--- config.mk ---
export PLATFORM = sky130hd
export DESIGN_NAME = ctrl_pipe_flat
export DESIGN_NICKNAME = d
export VERILOG_FILES = /design/src/rtl/ctrl_pipe_if.sv /design/src/rtl/ctrl_pipe.sv /design/src/flat_wrapper.sv
export SDC_FILE = /design/constraint.sdc
export NUM_CORES = 1
export LEC_CHECK = 0
export CORE_MARGIN = 5
export CORE_UTILIZATION = 46
export CTS_BUF_LIST = sky130_fd_sc_hd__clkbuf_16
export DETAILED_ROUTE_END_ITERATION = 8
export MAX_ROUTING_LAYER = met4
export PLACE_DENSITY = 0.79
export SLEW_MARGIN = 10
export SYNTH_ARGS = -nofsm -noshare
export SYNTH_HDL_FRONTEND = slang
export SYNTH_SLANG_ARGS = --single-unit
--- constraint.sdc ---
create_clock -name clk -period 5.8 [get_ports clk]
set_clock_uncertainty 0.15 [all_clocks]
set_input_delay 1.16 -clock clk [delete_from_list [all_inputs] [get_ports clk]]
set_output_delay 1.16 -clock clk [all_outputs]
set_load 0.02 [all_outputs]
--- src/rtl/ctrl_pipe_if.sv ---
`default_nettype none
// ============================================================================
// ctrl_pipe_if : ID-stage instruction, EX flags and ID/EX control bundle
// Revision     : 1.0
// ============================================================================
interface ctrl_pipe_if;
  logic [31:0] instr_i;
  logic        instr_valid_i;
  logic        alu_zero_i;
  logic        alu_lt_i;
  logic        alu_ltu_i;
  logic        stall_o;
  logic        pcsrc_o;
  logic        ex_valid_o;
  logic        ex_reg_write_o;
  logic        ex_mem_write_o;
  logic        ex_alu_src_o;
  logic        ex_alu_a_pc_o;
  logic        ex_jalr_o;
  logic        ex_load_unsigned_o;
  logic        ex_muldiv_o;
  logic        ex_illegal_o;
  logic [1:0]  ex_result_src_o;
  logic [2:0]  ex_imm_src_o;
  logic [3:0]  ex_alu_ctrl_o;
  logic [1:0]  ex_data_width_o;
  logic [2:0]  ex_md_op_o;
  logic [4:0]  ex_rd_o;

  modport master (
    output instr_i, instr_valid_i, alu_zero_i, alu_lt_i, alu_ltu_i,
    input  stall_o, pcsrc_o, ex_valid_o, ex_reg_write_o, ex_mem_write_o,
           ex_alu_src_o, ex_alu_a_pc_o, ex_jalr_o, ex_load_unsigned_o,
           ex_muldiv_o, ex_illegal_o, ex_result_src_o, ex_imm_src_o,
           ex_alu_ctrl_o, ex_data_width_o, ex_md_op_o, ex_rd_o
  );

  modport slave (
    input  instr_i, instr_valid_i, alu_zero_i, alu_lt_i, alu_ltu_i,
    output stall_o, pcsrc_o, ex_valid_o, ex_reg_write_o, ex_mem_write_o,
           ex_alu_src_o, ex_alu_a_pc_o, ex_jalr_o, ex_load_unsigned_o,
           ex_muldiv_o, ex_illegal_o, ex_result_src_o, ex_imm_src_o,
           ex_alu_ctrl_o, ex_data_width_o, ex_md_op_o, ex_rd_o
  );
endinterface
`default_nettype wire

--- src/rtl/ctrl_pipe.sv ---
`default_nettype none
// ============================================================================
// ctrl_pipe : RV32I(M) decode, ID/EX control register and hazard control
// Revision  : 1.0
// ============================================================================
module ctrl_pipe #(
  parameter bit HAS_M      = 1'b1,
  parameter int MD_LATENCY = 4
) (
  input  logic       clk,
  input  logic       rst_n,
  ctrl_pipe_if.slave bus
);

  localparam logic [6:0] c_op_r     = 7'b0110011;
  localparam logic [6:0] c_op_load  = 7'b0000011;
  localparam logic [6:0] c_op_imm   = 7'b0010011;
  localparam logic [6:0] c_op_jalr  = 7'b1100111;
  localparam logic [6:0] c_op_s     = 7'b0100011;
  localparam logic [6:0] c_op_b     = 7'b1100011;
  localparam logic [6:0] c_op_lui   = 7'b0110111;
  localparam logic [6:0] c_op_auipc = 7'b0010111;
  localparam logic [6:0] c_op_jal   = 7'b1101111;

  localparam int c_cnt_w = (MD_LATENCY > 1) ? $clog2(MD_LATENCY) : 1;
  localparam logic [c_cnt_w-1:0] c_md_load = c_cnt_w'(MD_LATENCY - 1);

  typedef struct packed {
    logic       valid;
    logic       reg_write;
    logic       mem_write;
    logic       alu_src;
    logic       alu_a_pc;
    logic       jalr;
    logic       jal;
    logic       branch;
    logic       load_unsigned;
    logic       muldiv;
    logic       illegal;
    logic [1:0] result_src;
    logic [2:0] imm_src;
    logic [3:0] alu_ctrl;
    logic [1:0] data_width;
    logic [2:0] md_op;
    logic [2:0] br_f3;
    logic [4:0] rd;
  } ctrl_t;

  ctrl_t              r_ex;
  ctrl_t              w_dec;
  ctrl_t              w_ex_nxt;
  logic [c_cnt_w-1:0] r_md_cnt;

  logic [6:0] w_op;
  logic [2:0] w_f3;
  logic [6:0] w_f7;
  logic [4:0] w_rd;
  logic [4:0] w_rs1;
  logic [4:0] w_rs2;
  logic       w_bad;
  logic       w_use_rs1;
  logic       w_use_rs2;
  logic [1:0] w_width;
  logic       w_taken;
  logic       w_pcsrc;
  logic       w_md_hold;
  logic       w_load_use;
  logic       w_capture;

  assign w_op  = bus.instr_i[6:0];
  assign w_rd  = bus.instr_i[11:7];
  assign w_f3  = bus.instr_i[14:12];
  assign w_rs1 = bus.instr_i[19:15];
  assign w_rs2 = bus.instr_i[24:20];
  assign w_f7  = bus.instr_i[31:25];

  assign w_use_rs1 = !(w_op == c_op_lui || w_op == c_op_auipc || w_op == c_op_jal);
  assign w_use_rs2 = (w_op == c_op_r || w_op == c_op_s || w_op == c_op_b);

  // funct3[1:0] byte/half/word maps onto the 10/01/00 width encoding
  always_comb begin
    w_width = 2'b00;
    case (w_f3[1:0])
      2'b00:   w_width = 2'b10;
      2'b01:   w_width = 2'b01;
      default: w_width = 2'b00;
    endcase
  end

  always_comb begin
    w_dec = '0;
    w_bad = 1'b0;
    case (w_op)
      c_op_r: begin
        w_dec.reg_write = 1'b1;
        w_dec.alu_ctrl  = {w_f7[5], w_f3};
        w_dec.rd        = w_rd;
        if (w_f7 == 7'b0000001) begin
          if (HAS_M) begin
            w_dec.muldiv = 1'b1;
            w_dec.md_op  = w_f3;
          end else begin
            w_bad = 1'b1;
          end
        end
      end
      c_op_load: begin
        w_dec.reg_write     = 1'b1;
        w_dec.alu_src       = 1'b1;
        w_dec.result_src    = 2'b01;
        w_dec.data_width    = w_width;
        w_dec.load_unsigned = w_f3[2];
        w_dec.rd            = w_rd;
        w_bad               = (w_f3[1:0] == 2'b11) || (w_f3 == 3'b110);
      end
      c_op_imm: begin
        w_dec.reg_write = 1'b1;
        w_dec.alu_src   = 1'b1;
        w_dec.alu_ctrl  = {(w_f3 == 3'b101) & w_f7[5], w_f3};
        w_dec.rd        = w_rd;
      end
      c_op_jalr: begin
        w_dec.reg_write  = 1'b1;
        w_dec.alu_src    = 1'b1;
        w_dec.jalr       = 1'b1;
        w_dec.result_src = 2'b10;
        w_dec.alu_ctrl   = 4'b1000;
        w_dec.rd         = w_rd;
      end
      c_op_s: begin
        w_dec.mem_write  = 1'b1;
        w_dec.alu_src    = 1'b1;
        w_dec.imm_src    = 3'b001;
        w_dec.data_width = w_width;
        w_bad            = w_f3[2] || (w_f3[1:0] == 2'b11);
      end
      c_op_b: begin
        w_dec.branch   = 1'b1;
        w_dec.imm_src  = 3'b010;
        w_dec.alu_ctrl = 4'b1000;
        w_dec.br_f3    = w_f3;
      end
      c_op_lui: begin
        w_dec.reg_write  = 1'b1;
        w_dec.result_src = 2'b11;
        w_dec.imm_src    = 3'b100;
        w_dec.rd         = w_rd;
      end
      c_op_auipc: begin
        w_dec.reg_write = 1'b1;
        w_dec.alu_src   = 1'b1;
        w_dec.alu_a_pc  = 1'b1;
        w_dec.imm_src   = 3'b100;
        w_dec.rd        = w_rd;
      end
      c_op_jal: begin
        w_dec.reg_write  = 1'b1;
        w_dec.jal        = 1'b1;
        w_dec.result_src = 2'b10;
        w_dec.imm_src    = 3'b011;
        w_dec.alu_ctrl   = 4'b1000;
        w_dec.rd         = w_rd;
      end
      default: w_bad = 1'b1;
    endcase
    // illegal instructions carry only the flag so nothing downstream writes
    if (w_bad) begin
      w_dec         = '0;
      w_dec.illegal = 1'b1;
    end
    w_dec.valid = 1'b1;
    if (!bus.instr_valid_i) begin
      w_dec = '0;
    end
  end

  always_comb begin
    w_taken = 1'b0;
    case (r_ex.br_f3)
      3'b000:  w_taken = bus.alu_zero_i;
      3'b001:  w_taken = !bus.alu_zero_i;
      3'b100:  w_taken = bus.alu_lt_i;
      3'b101:  w_taken = !bus.alu_lt_i;
      3'b110:  w_taken = bus.alu_ltu_i;
      3'b111:  w_taken = !bus.alu_ltu_i;
      default: w_taken = 1'b0;
    endcase
  end

  assign w_pcsrc    = r_ex.valid & (r_ex.jal | r_ex.jalr | (r_ex.branch & w_taken));
  assign w_md_hold  = (r_md_cnt != '0);
  assign w_load_use = bus.instr_valid_i & r_ex.valid & (r_ex.result_src == 2'b01) &
                      (r_ex.rd != 5'd0) &
                      ((w_use_rs1 && (w_rs1 == r_ex.rd)) || (w_use_rs2 && (w_rs2 == r_ex.rd)));

  // flush beats M hold beats load-use bubble beats normal capture
  always_comb begin
    w_ex_nxt  = w_dec;
    w_capture = 1'b1;
    if (w_pcsrc) begin
      w_ex_nxt  = '0;
      w_capture = 1'b0;
    end else if (w_md_hold) begin
      w_ex_nxt  = r_ex;
      w_capture = 1'b0;
    end else if (w_load_use) begin
      w_ex_nxt  = '0;
      w_capture = 1'b0;
    end
  end

  always_ff @(posedge clk or negedge rst_n) begin
    if (!rst_n) begin
      r_ex     <= '0;
      r_md_cnt <= '0;
    end else begin
      r_ex <= w_ex_nxt;
      if (w_md_hold) begin
        r_md_cnt <= r_md_cnt - c_cnt_w'(1);
      end else if (w_capture && w_dec.muldiv) begin
        r_md_cnt <= c_md_load;
      end else begin
        r_md_cnt <= '0;
      end
    end
  end

  assign bus.stall_o            = !w_pcsrc & (w_md_hold | w_load_use);
  assign bus.pcsrc_o            = w_pcsrc;
  assign bus.ex_valid_o         = r_ex.valid;
  assign bus.ex_reg_write_o     = r_ex.valid & r_ex.reg_write;
  assign bus.ex_mem_write_o     = r_ex.valid & r_ex.mem_write;
  assign bus.ex_alu_src_o       = r_ex.alu_src;
  assign bus.ex_alu_a_pc_o      = r_ex.alu_a_pc;
  assign bus.ex_jalr_o          = r_ex.jalr;
  assign bus.ex_load_unsigned_o = r_ex.load_unsigned;
  assign bus.ex_muldiv_o        = r_ex.muldiv;
  assign bus.ex_illegal_o       = r_ex.illegal;
  assign bus.ex_result_src_o    = r_ex.result_src;
  assign bus.ex_imm_src_o       = r_ex.imm_src;
  assign bus.ex_alu_ctrl_o      = r_ex.alu_ctrl;
  assign bus.ex_data_width_o    = r_ex.data_width;
  assign bus.ex_md_op_o         = r_ex.md_op;
  assign bus.ex_rd_o            = r_ex.rd;

endmodule
`default_nettype wire

--- src/flat_wrapper.sv ---
// flat-port wrapper written by rule: the top's interface ports become plain ports
module ctrl_pipe_flat 
#(
  parameter bit HAS_M      = 1'b1,
  parameter int MD_LATENCY = 4
)
  (clk, rst_n, bus_instr_i, bus_instr_valid_i, bus_alu_zero_i, bus_alu_lt_i, bus_alu_ltu_i, bus_stall_o, bus_pcsrc_o, bus_ex_valid_o, bus_ex_reg_write_o, bus_ex_mem_write_o, bus_ex_alu_src_o, bus_ex_alu_a_pc_o, bus_ex_jalr_o, bus_ex_load_unsigned_o, bus_ex_muldiv_o, bus_ex_illegal_o, bus_ex_result_src_o, bus_ex_imm_src_o, bus_ex_alu_ctrl_o, bus_ex_data_width_o, bus_ex_md_op_o, bus_ex_rd_o);
  ctrl_pipe_if bus_i ();
  input  logic clk;
  input  logic rst_n;
  input wire logic [$bits(bus_i.instr_i)-1:0] bus_instr_i;
  input wire logic [$bits(bus_i.instr_valid_i)-1:0] bus_instr_valid_i;
  input wire logic [$bits(bus_i.alu_zero_i)-1:0] bus_alu_zero_i;
  input wire logic [$bits(bus_i.alu_lt_i)-1:0] bus_alu_lt_i;
  input wire logic [$bits(bus_i.alu_ltu_i)-1:0] bus_alu_ltu_i;
  output wire logic [$bits(bus_i.stall_o)-1:0] bus_stall_o;
  output wire logic [$bits(bus_i.pcsrc_o)-1:0] bus_pcsrc_o;
  output wire logic [$bits(bus_i.ex_valid_o)-1:0] bus_ex_valid_o;
  output wire logic [$bits(bus_i.ex_reg_write_o)-1:0] bus_ex_reg_write_o;
  output wire logic [$bits(bus_i.ex_mem_write_o)-1:0] bus_ex_mem_write_o;
  output wire logic [$bits(bus_i.ex_alu_src_o)-1:0] bus_ex_alu_src_o;
  output wire logic [$bits(bus_i.ex_alu_a_pc_o)-1:0] bus_ex_alu_a_pc_o;
  output wire logic [$bits(bus_i.ex_jalr_o)-1:0] bus_ex_jalr_o;
  output wire logic [$bits(bus_i.ex_load_unsigned_o)-1:0] bus_ex_load_unsigned_o;
  output wire logic [$bits(bus_i.ex_muldiv_o)-1:0] bus_ex_muldiv_o;
  output wire logic [$bits(bus_i.ex_illegal_o)-1:0] bus_ex_illegal_o;
  output wire logic [$bits(bus_i.ex_result_src_o)-1:0] bus_ex_result_src_o;
  output wire logic [$bits(bus_i.ex_imm_src_o)-1:0] bus_ex_imm_src_o;
  output wire logic [$bits(bus_i.ex_alu_ctrl_o)-1:0] bus_ex_alu_ctrl_o;
  output wire logic [$bits(bus_i.ex_data_width_o)-1:0] bus_ex_data_width_o;
  output wire logic [$bits(bus_i.ex_md_op_o)-1:0] bus_ex_md_op_o;
  output wire logic [$bits(bus_i.ex_rd_o)-1:0] bus_ex_rd_o;
  assign bus_i.instr_i = bus_instr_i;
  assign bus_i.instr_valid_i = bus_instr_valid_i;
  assign bus_i.alu_zero_i = bus_alu_zero_i;
  assign bus_i.alu_lt_i = bus_alu_lt_i;
  assign bus_i.alu_ltu_i = bus_alu_ltu_i;
  assign bus_stall_o = bus_i.stall_o;
  assign bus_pcsrc_o = bus_i.pcsrc_o;
  assign bus_ex_valid_o = bus_i.ex_valid_o;
  assign bus_ex_reg_write_o = bus_i.ex_reg_write_o;
  assign bus_ex_mem_write_o = bus_i.ex_mem_write_o;
  assign bus_ex_alu_src_o = bus_i.ex_alu_src_o;
  assign bus_ex_alu_a_pc_o = bus_i.ex_alu_a_pc_o;
  assign bus_ex_jalr_o = bus_i.ex_jalr_o;
  assign bus_ex_load_unsigned_o = bus_i.ex_load_unsigned_o;
  assign bus_ex_muldiv_o = bus_i.ex_muldiv_o;
  assign bus_ex_illegal_o = bus_i.ex_illegal_o;
  assign bus_ex_result_src_o = bus_i.ex_result_src_o;
  assign bus_ex_imm_src_o = bus_i.ex_imm_src_o;
  assign bus_ex_alu_ctrl_o = bus_i.ex_alu_ctrl_o;
  assign bus_ex_data_width_o = bus_i.ex_data_width_o;
  assign bus_ex_md_op_o = bus_i.ex_md_op_o;
  assign bus_ex_rd_o = bus_i.ex_rd_o;
  ctrl_pipe #(.HAS_M(HAS_M), .MD_LATENCY(MD_LATENCY)) u_core (.clk(clk), .rst_n(rst_n), .bus(bus_i));
endmodule
==> impl_metrics.py <==
metrics = {
    "cts": {
        "cts_setup_buffers": 0,
        "clock-sinks": 35,
        "ctsResizeCount": 0,
        "cts_inserted_buffers": 5,
        "cts_buffer_depth": 2,
        "root_buffer": "clkbuf_16",
        "clk-insertion-delay-late_ns": 0.27,
        "ctsHtreeMaxLevel": 2,
        "cts_tree": "done",
        "clkSlewWorstSetupHoldPaths_ns": 0.05,
        "hold_buffers": 0,
    },
    "synthesis": {
        "netlist_instances": 236,
        "synth_edf_count": 0,
        "synth-async-reset-ratio_pct": 100,
        "ys.flop_type": "dfrtp_1",
        "synth-seq-area-share_pct": 40.3,
        "ys_seq_elements": 35,
        "post_synth.cell_area_avg_um2": 9.21,
        "synth_area_um2": 2170,
        "netlist.area_leader.share_pct": 40.3,
        "synth.distinct_cells": 44,
        "ys_warn_count": 0,
        "synthesis.nets": 274,
        "synth_top_cell_by_area": "dfrtp_1",
        "synth_area_leaders": "dfrtp_1 (40%), nand3_1 (7.1%), buf_4 (6.6%)",
    },
    "worst_setup_path": {
        "timing.rr.start": "u_core.r_ex[5]",
        "crit_arrival_ns": 3.56,
        "crit_fanout": 13,
        "reg2reg_to": "u_core.bus.ex_rd_o[2]",
        "ff2ff_path_depth": 6,
        "start_kind": "input port",
        "crit_path_end_kind": "output pin",
        "crit_required_ns": 4.49,
        "slowest_delay_ns": 0.71,
        "path_class": "input port to output pin",
        "reg2reg_slack_ns": 2.94,
        "crit_slowest_cell": "clkdlybuf4s50_1",
        "cp_cell_sequence": "clkdlybuf4s50_1 -> a21bo_2 -> nor4_1 -> nand3_1 -> nand3_1 -> and2_1 -> clkdlybuf4s50_1",
    },
    "grt": {
        "grt_pass1_wl_mm": 9.11,
        "grt_pass1_vias": 1814,
        "grt_max_degree": 36,
        "antenna_found_initial": 0,
        "overflow": 0,
        "track_usage_pct": 19.0,
    },
    "timing": {
        "hold_viol": 0,
        "rsz0062_at_grt": "no",
        "slew_headroom_pct": 53.6,
        "drv_slew": 0,
        "fin_setup_tns_ns": 0,
        "fmax_mhz": 205,
        "tightest_slew_ns": 0.695,
        "fin_crit_ns": 4.87,
        "fin_crit_sh_pct": 84.0,
        "finalSetupViolCount": 0,
    },
    "floorplan": {
        "dieWidth_um": 78.7,
        "die-area_um2": 6200,
        "ios": 68,
        "initial_core_util_pct": 46.6,
        "die-height_um": 78.7,
        "rows": 25,
        "coreArea_um2": 4660,
    },
    "route": {
        "first_pass_iters": 5,
        "vias": 1941,
        "route.detailed.drc": 0,
        "vias_per_cell": 5.83,
        "finalWirelength_mm": 5.62,
        "drt_iter0_drc": 196,
        "drt.antenna.violating_nets": 0,
        "wl_per_cell_um": 16.9,
    },
    "cells_and_area": {
        "nFillCells": 418,
        "final_common_cell": "clkdlybuf4s50_1",
        "syn2layout_area_growth_pct": 30.4,
        "num_antenna_cells": 0,
        "most-common-layout-cells": "clkdlybuf4s50_1 (67), dfrtp_1 (35), nand3_1 (31), o31ai_1 (19), nand2_1 (15)",
        "layout.nets": 316,
        "post-route-cell-area_um2": 2830,
        "drive_gt1_share_pct": 5.38,
    },
    "hold_path": {
        "hold_depth": 2,
        "worstHoldStart": "u_core.r_ex[31]",
        "hold_path.class": "flop to flop",
        "holdPathEnd": "u_core.r_ex[31]",
    },
    "pwr": {
        "power_uw": 559,
        "power.density_nw_per_um2": 197,
        "irDropWorstVdd_v": 0.000195,
        "power.leakage_nw": 1.16,
    },
    "outcome": {
        "outcome": "finished clean",
    },
    "place": {
        "portBuffers": 67,
        "placed_cell_area_um2": 2700,
        "gp_congestion": 0.913,
        "dp_hpwl_mm": 4.18,
    },
    "run": {
        "drv_cap": 0,
    },
}
synthesized netlist by cell type (3+ instances only):
library cell   n
o21ai_0        4
or3_1          4
inv_1         11
nand2_1       15
a21oi_1        4
o2bb2ai_1      7
nor2_1         9
buf_6          3
buf_2          6
xor2_1        11
o31ai_1       19
buf_4         19
clkbuf_1       4
nor3_1         6
dfrtp_1       35
and2_1         6
nand3_1       31
o41ai_1        9
critical path, delay by kind of cell:
| kind | cells | cell delay [ns] |
|---|---|---|
| AOI/OAI and AO/OA | 1 | 0.27 |
| and+or+nand+nor | 4 | 0.81 |
| buffers and inverters | 2 | 1.31 |
power by group:
part	switching [mW]	leakage (nW)	internal [mW]	total (mW)
Sequential	0.00110	0.485	0.245	0.247
Combinational	0.0314	0.605	0.0326	0.0640
Clock	0.0938	0.0701	0.154	0.248
routing by layer:
layer	global-route usage, %	wire (µm)
met5	-	0
met4	7.87	147
met3	4.08	402
met2	27.9	2610
met1	25.5	2460
cells by family (layout without fill, tap and decap cells):
logic type | count (synthesis) | after routing | share of synthesized area [%]
DFF | 35 | 35 | 40.3
buffers and inverters | 45 | 88 | 12.4
xor gates and xnor gates | 11 | 11 | 4.43
AOI/OAI and AO/OA | 53 | 53 | 18.7
muxes | 2 | 2 | 0.921
and+or+nand+nor | 90 | 90 | 23.3
flip-flops by register name, summed over array words and instances, names as in the netlist, 2 cells and up:
signal / count
u_core.bus.ex_data_width_o: 2
u_core.bus.ex_imm_src_o: 3
u_core.bus.ex_alu_ctrl_o: 4
u_core.bus.ex_result_src_o: 2
u_core.r_md_cnt: 2
u_core.r_ex: 7
u_core.bus.ex_md_op_o: 3
u_core.bus.ex_rd_o: 5
cell type report:
type	count	area, µm²	area share, %
inverter	11	41.3	1.46
timing repair buffer	69	686	24.2
multi-input combinational	156	1030	36.2
sequential	35	876	30.9
clock buffer	5	125	4.42
tap	54	67.6	2.38
clock inverter	3	11.3	0.397
metrics by stage:
stage | hold WS (ns) | setup WS [ns] | std cells | util (%)
2_1_floorplan | 0.307 | 2.13 | 236 | -
3_3_place_gp | 0.325 | 0.949 | 325 | 57.9
3_5_place_dp | 0.337 | 0.918 | 325 | 57.9
4_1_cts | 0.348 | 0.916 | 333 | 60.8
5_1_grt | 0.370 | 0.768 | 333 | 60.8
6_report | 0.346 | 0.930 | 333 | 60.8
how the worst max path moves through the flow:
stage	startpoint	endpoint	slack (ns)	depth (start not counted)
finish	bus_instr_i[5]	bus_stall_o	0.93	7
global route	bus_instr_i[5]	bus_stall_o	0.77	7
CTS	bus_instr_i[5]	bus_stall_o	0.92	7
detailed placement	bus_instr_i[5]	bus_stall_o	0.92	7
global placement	bus_instr_i[5]	bus_stall_o	0.95	7
floorplan	bus_instr_i[6]	bus_stall_o	2.13	6
No activity file was read; power rests on OpenSTA's default activity.
